## config.mk

```make
export PLATFORM = sky130hd
export DESIGN_NAME = div_hilo_seq
export DESIGN_NICKNAME = d
export VERILOG_FILES = /design/src/rtl/div_hilo_seq.sv
export SDC_FILE = /design/constraint.sdc
export NUM_CORES = 1
export LEC_CHECK = 0
export CAP_MARGIN = 40
export CORE_MARGIN = 5
export CORE_UTILIZATION = 40
export DETAILED_ROUTE_END_ITERATION = 8
export HOLD_SLACK_MARGIN = 0.12
export MAX_ROUTING_LAYER = met4
export PLACE_DENSITY_LB_ADDON = 0.25
export REMOVE_ABC_BUFFERS = 1
export SLEW_MARGIN = 20
export SYNTH_ARGS = -nofsm -noshare
export SYNTH_HDL_FRONTEND = slang
export SYNTH_SLANG_ARGS = --single-unit
```

## constraint.sdc

```tcl
create_clock -name clock -period 5.35 [get_ports clock]
set_input_delay 0.535 -clock clock [delete_from_list [all_inputs] [get_ports clock]]
set_output_delay 0.535 -clock clock [all_outputs]
set_load 0.005 [all_outputs]
```

## src/rtl/div_hilo_seq.sv

```systemverilog
// HI/LO sequencer around an external combinational signed divider: latches operands,
// waits DIV_LATENCY cycles, captures Q->LO and R->HI. Optional trap: DIV_ZERO_TRAP_EN.
module div_hilo_seq #(
  parameter int DIV_LATENCY = 4,
  parameter int CNT_W       = 4
) (
  input  logic        clock,
  input  logic        clear,
  input  logic        start,
  input  logic [31:0] div_a,
  input  logic [31:0] div_m,
  output logic [31:0] op_a,
  output logic [31:0] op_m,
  input  logic [31:0] quo,
  input  logic [31:0] rem,
  input  logic        hi_wr_en,
  input  logic        lo_wr_en,
  input  logic [31:0] wr_data,
  output logic [31:0] hi,
  output logic [31:0] lo,
  output logic        busy,
  output logic        done,
  output logic        div0
);

  typedef enum logic {IDLE, SETTLE} state_t;

  localparam logic [CNT_W-1:0] CNT_LOAD = CNT_W'(DIV_LATENCY - 1);

  state_t           state;
  logic [CNT_W-1:0] cnt;

`ifdef DIV_ZERO_TRAP_EN
  logic div0_q;
  assign div0 = div0_q;
`else
  assign div0 = 1'b0;
`endif

  always_ff @(posedge clock or posedge clear) begin
    if (clear) begin
      state <= IDLE;
      cnt   <= '0;
      op_a  <= '0;
      op_m  <= '0;
      hi    <= '0;
      lo    <= '0;
      busy  <= 1'b0;
      done  <= 1'b0;
`ifdef DIV_ZERO_TRAP_EN
      div0_q <= 1'b0;
`endif
    end else begin
      done <= 1'b0;
`ifdef DIV_ZERO_TRAP_EN
      div0_q <= 1'b0;
`endif
      // NOTE: MTHI/MTLO are assigned first so the capture below, being the later
      // non-blocking assignment to the same register, takes priority on that edge.
      if (hi_wr_en) hi <= wr_data;
      if (lo_wr_en) lo <= wr_data;

      unique case (state)
        IDLE: begin
          if (start) begin
`ifdef DIV_ZERO_TRAP_EN
            if (div_m == '0) begin
              div0_q <= 1'b1;
            end else begin
              op_a  <= div_a;
              op_m  <= div_m;
              cnt   <= CNT_LOAD;
              busy  <= 1'b1;
              state <= SETTLE;
            end
`else
            op_a  <= div_a;
            op_m  <= div_m;
            cnt   <= CNT_LOAD;
            busy  <= 1'b1;
            state <= SETTLE;
`endif
          end
        end
        SETTLE: begin
          if (cnt != '0) begin
            cnt <= cnt - 1'b1;
          end else begin
            hi    <= rem;
            lo    <= quo;
            busy  <= 1'b0;
            done  <= 1'b1;
            state <= IDLE;
          end
        end
        default: state <= IDLE;
      endcase
    end
  end

endmodule

```

# ---- Word-level counts from Yosys, hierarchy flattened
# Cells that the tools add are included.
dict set report word_totals {
  elab_cells 34
  output_inout_bits 131
  reg_bits 135
}
dict set report op_classes {
  add_sub_neg 1
  n_reduce_logical 4
  n_mux 17
  eq_ne 3
  bitwise_logic 1
}
# cell n
set op_table {}
lappend op_table {{32-bit two-way mux} 6}
lappend op_table {{4-bit two-way mux} 2}
lappend op_table {{4-bit case mux with 2 select lines} 1}
lappend op_table {{1-bit two-way mux} 6}
lappend op_table {{2-bit AND reduction} 3}
lappend op_table {{2-bit inequality test (second input constant)} 2}
lappend op_table {{1-bit case mux with 2 select lines} 2}
lappend op_table {{4-bit nonzero test} 1}
lappend op_table {{4-bit by 1-bit subtractor with 4-bit output (second input constant)} 1}
lappend op_table {{2-bit by 1-bit inequality test with 1-bit output (second input constant)} 1}
lappend op_table {{1-bit NOT} 1}

# ---- Logic depth before layout (Yosys ltp)
dict set report depth {
  ltp_word 3
  ltp_mapped 7
}

# ---- Least setup slack after synthesis
# OpenSTA, ideal clock, no wires.
dict set report synth_path {
  path_type {input to register}
  startpoint {input start}
  endpoint {register op_a[17]}
  n_path_buf 3
  arrival_ps 1376
  path_stages 5
  slack_ps 3849
  cell_sequence {nor2b_1 -> buf_6 -> buf_6 -> buf_6 -> mux2_4}
}
dict set report synth_via {
  elab_chain_len 1
}
# item line
set synth_rtl {}
lappend synth_rtl {{start, declared} 9} ;# input logic start,
lappend synth_rtl {{2-bit AND reduction (no line)} --}
lappend synth_rtl {{end signal, assigned} 77} ;# op_a <= div_a;
lappend synth_rtl {{end, declared} 12} ;# output logic [31:0] op_a,
# Every way passes these cells.
# A chain may end at the register's enable or synchronous reset.

# ---- Final worst setup path
dict set report layout_path {
  startpoint {register cnt[0]}
  endpoint {register lo[8]}
}
dict set report layout_via {
  elab_chain_len 3
}
# item line
set layout_rtl {}
lappend layout_rtl {{start, declared} 31} ;# logic [CNT_W-1:0] cnt;
lappend layout_rtl {{start signal, assigned} 87} ;# cnt <= cnt - 1'b1;
lappend layout_rtl {{4-bit nonzero test} 86} ;# if (cnt != '0) begin
lappend layout_rtl {{32-bit two-way mux} 86}
lappend layout_rtl {{32-bit two-way mux} 63} ;# unique case (state)
lappend layout_rtl {{end signal, assigned} 61} ;# if (lo_wr_en) lo <= wr_data;
lappend layout_rtl {{end signal, assigned} 90} ;# lo <= quo;
lappend layout_rtl {{end, declared} 20} ;# output logic [31:0] lo,
# Every way passes these cells.

==> results.sh <==
export IMPL_fmax_ghz=0.420
export IMPL_fin_util_pct=66.8
export IMPL_nFillCells=1037
export IMPL_combPwrFrac_pct=41.5
export IMPL_vias=4556
export IMPL_num_rows=43
export IMPL_grt_ovfl_total=0
export IMPL_wl_per_cell_um=18.6
export IMPL_die_h_um=130
export IMPL_dpl_hpwl_mm=13.1
export IMPL_max_slew_margin_rel_pct=52.3
export IMPL_cts_tree="done"
export IMPL_critPathRequiredTime_ns=5.59
export IMPL_grt_max_degree=82
export IMPL_coreArea_mm2=0.0140
export IMPL_hold_viol=0
export IMPL_clkPwrFrac_pct=21.8
export IMPL_post_cts_buffers=0
export IMPL_max_stage_delay_ns=0.64
export IMPL_ys_types=22
export IMPL_die_width_um=130
export IMPL_cp_buffers_inverters=2
export IMPL_clock_sinks=135
export IMPL_skew_ns=0.00582
export IMPL_startpoint_type="flop"
export IMPL_numCtsBuffers=17
export IMPL_setup_tns_ns=0
export IMPL_dieArea_mm2=0.0168
export IMPL_endpoint_kind="flop"
export IMPL_yosysWarnings=0
export IMPL_path_max_fanout=81
export IMPL_synth_cells=448
export IMPL_antenna_found_initial=0
export IMPL_status="completed"
export IMPL_cts_root_buf="clkbuf_16"
export IMPL_io_buffer_count=294
export IMPL_synth_avg_cell_area_um2=12.8
export IMPL_cp_top_family="buffers and inverters"
export IMPL_insertedDiodeCount=0
export IMPL_cts_resized=0
export IMPL_path_clk_slew_ns=0.05
export IMPL_leakage_uw=0.00395
export IMPL_crit_type="reg -> reg"
export IMPL_timing_final_crit_share_pct=44.5
export IMPL_placed_area_mm2=0.00879
export IMPL_drtIter0Drc=199
export IMPL_swShare_pct=28.3
export IMPL_viasPerCell=4.91
export IMPL_powerDensity_mw_per_mm2=535
export IMPL_firstDrtPassIters=5
export IMPL_rsz0062_at_grt="no"
export IMPL_netlist_area_mm2=0.00573
export IMPL_pin_count=296
export IMPL_maxCapViolations=0
export IMPL_grt_use_total_pct=21.1
export IMPL_cts_max_level=4
export IMPL_setup_viol=0
export IMPL_layout_min_cycle_time_ns=2.38
export IMPL_ys_seq_area_share_pct=59.0
export IMPL_initial_core_util_pct=41.0
export IMPL_globalplace_congestion=0.809
export IMPL_p_sw_uw=1410
export IMPL_crit_chain="inv_1 > ha_1 > and4bb_4 > buf_4 > o21ai_0"
export IMPL_ctsHoldBuffers=0
export IMPL_ir_drop_v=0.000294
export IMPL_worst_pin_slew_ns=0.715
export IMPL_hp_class="reg -> reg"
export IMPL_internal_power_uw=3580
export IMPL_grt_pass1_vias=4976
export IMPL_syn_to_final_growth_pct=63.1
export IMPL_final_nets=904
export IMPL_wl_mm=17.2
export IMPL_drcViolationCount=0
export IMPL_clock_latency_ns=0.41
export IMPL_arrival_ns=2.63
export IMPL_slowest_stage="buf_4"
export IMPL_ys_ff_latch=135
export IMPL_layout_drive_gt1_share_pct=13.5
export IMPL_ant_nets=0
export IMPL_cts_buffer_depth=2
export IMPL_slew_violations=0
export IMPL_seq_power_share_pct=36.8
export IMPL_multiInputGateArea_mm2=0.00214
export IMPL_grt_pass1_wl_mm=26.4
export IMPL_fin_area_mm2=0.00934
export IMPL_final_seq_area_mm2=0.00338
==> cells in the final DEF (no fill, tap or decap), types with 3 or more instances in the layout <==
cell type	instances
dfrtp_1	135
buf_4	4
clkbuf_16	17
nor2_1	3
mux2i_1	66
nand2_1	64
o21ai_0	68
mux2_2	48
mux2_4	16
clkbuf_8	5
clkdlybuf4s50_1	292
inv_1	4
clkbuf_1	5
buf_12	3
==> registers in the layout, indices dropped and copies added (netlist names) <==
signal	count
op_m	32
op_a	32
lo	32
busy	1
done	1
cnt	4
state	1
hi	32
==> power by group through the flow <==
stage	Combinational, uW	Sequential, uW	Clock [uW]
after floorplan	696	1840	0
after global placement	2040	1810	0
after detailed placement	2100	1840	0
after CTS	2110	1840	1110
after global routing	2240	1910	1160
final	2070	1840	1090
==> layer usage <==
| metal | wire length [um] | track usage [%] | share of wire, % |
|---|---|---|---|
| met3 | 2030 | 9.27 | 12 |
| met4 | 436 | 8.80 | 2.5 |
| met2 | 8160 | 33.2 | 47 |
| met5 | 0 | - | 0 |
| met1 | 6600 | 23.6 | 38 |
==> cell type report <==
cell class	count	share of cell area, %
clock buffers	27	5.49
clock inverters	3	0.429
inverters	5	0.228
multi-input cells	277	22.9
flip-flops and latches	135	36.2
well taps	180	2.41
repair buffers	301	32.4
==> final timing paths <==
kind	start	end	slack, ns	cells past startpoint
setup / recovery	cnt[0]	lo[8]	2.97	5
hold / removal	op_a[29]	op_a[29]	0.50	1
setup reg to reg	cnt[0]	lo[8]	2.97	5
hold reg to reg	op_a[29]	op_a[29]	0.50	1
max in group asynchronous	clear	lo[23]	3.67	3
min in group asynchronous	clear	lo[20]	0.61	2
==> cells in the mapped netlist <==
cell type / n / area, um2
o31ai_1: 1 / 7.51
nor2b_1: 2 / 12.5
conb_1: 1 / 3.75
mux2_4: 16 / 240
nand2b_1: 2 / 12.5
and4bb_2: 1 / 12.5
clkbuf_1: 3 / 11.3
mux2i_1: 66 / 661
buf_2: 14 / 70.1
dfrtp_1: 135 / 3380
mux2_2: 48 / 541
buf_4: 5 / 37.5
ha_1: 2 / 25.0
clkbuf_2: 3 / 15.0
or4_1: 1 / 7.51
nand2_1: 64 / 240
inv_1: 5 / 18.8
nor2_1: 3 / 11.3
o21ai_0: 68 / 340
o31a_1: 1 / 8.76
o21bai_1: 1 / 7.51
buf_6: 6 / 67.6
==> cells by family after synthesis <==
kind of cell,Yosys count,synth area share (%)
flip-flops,135,59.0
multiplexers,130,25.2
AND/OR/NAND/NOR,73,5.18
AO/OA/AOI/OAI,71,6.36
buffers and inverters,36,3.84
adder cells (fa/ha/maj),2,0.437
other,1,0.0655
==> per-stage QoR <==
stage               total power, uW  std cells  hold WS [ns]  setup WS [ns]
floorplan                      2540        417         0.482          0.865
global placement               3850        895         0.491           2.41
detailed placement             3940        898         0.494           2.78
CTS                            5060        928         0.508           2.96
global route                   5310        928         0.521           2.77
finish                         4990        928         0.504           2.97
Power figures use the tool's default switching activity.
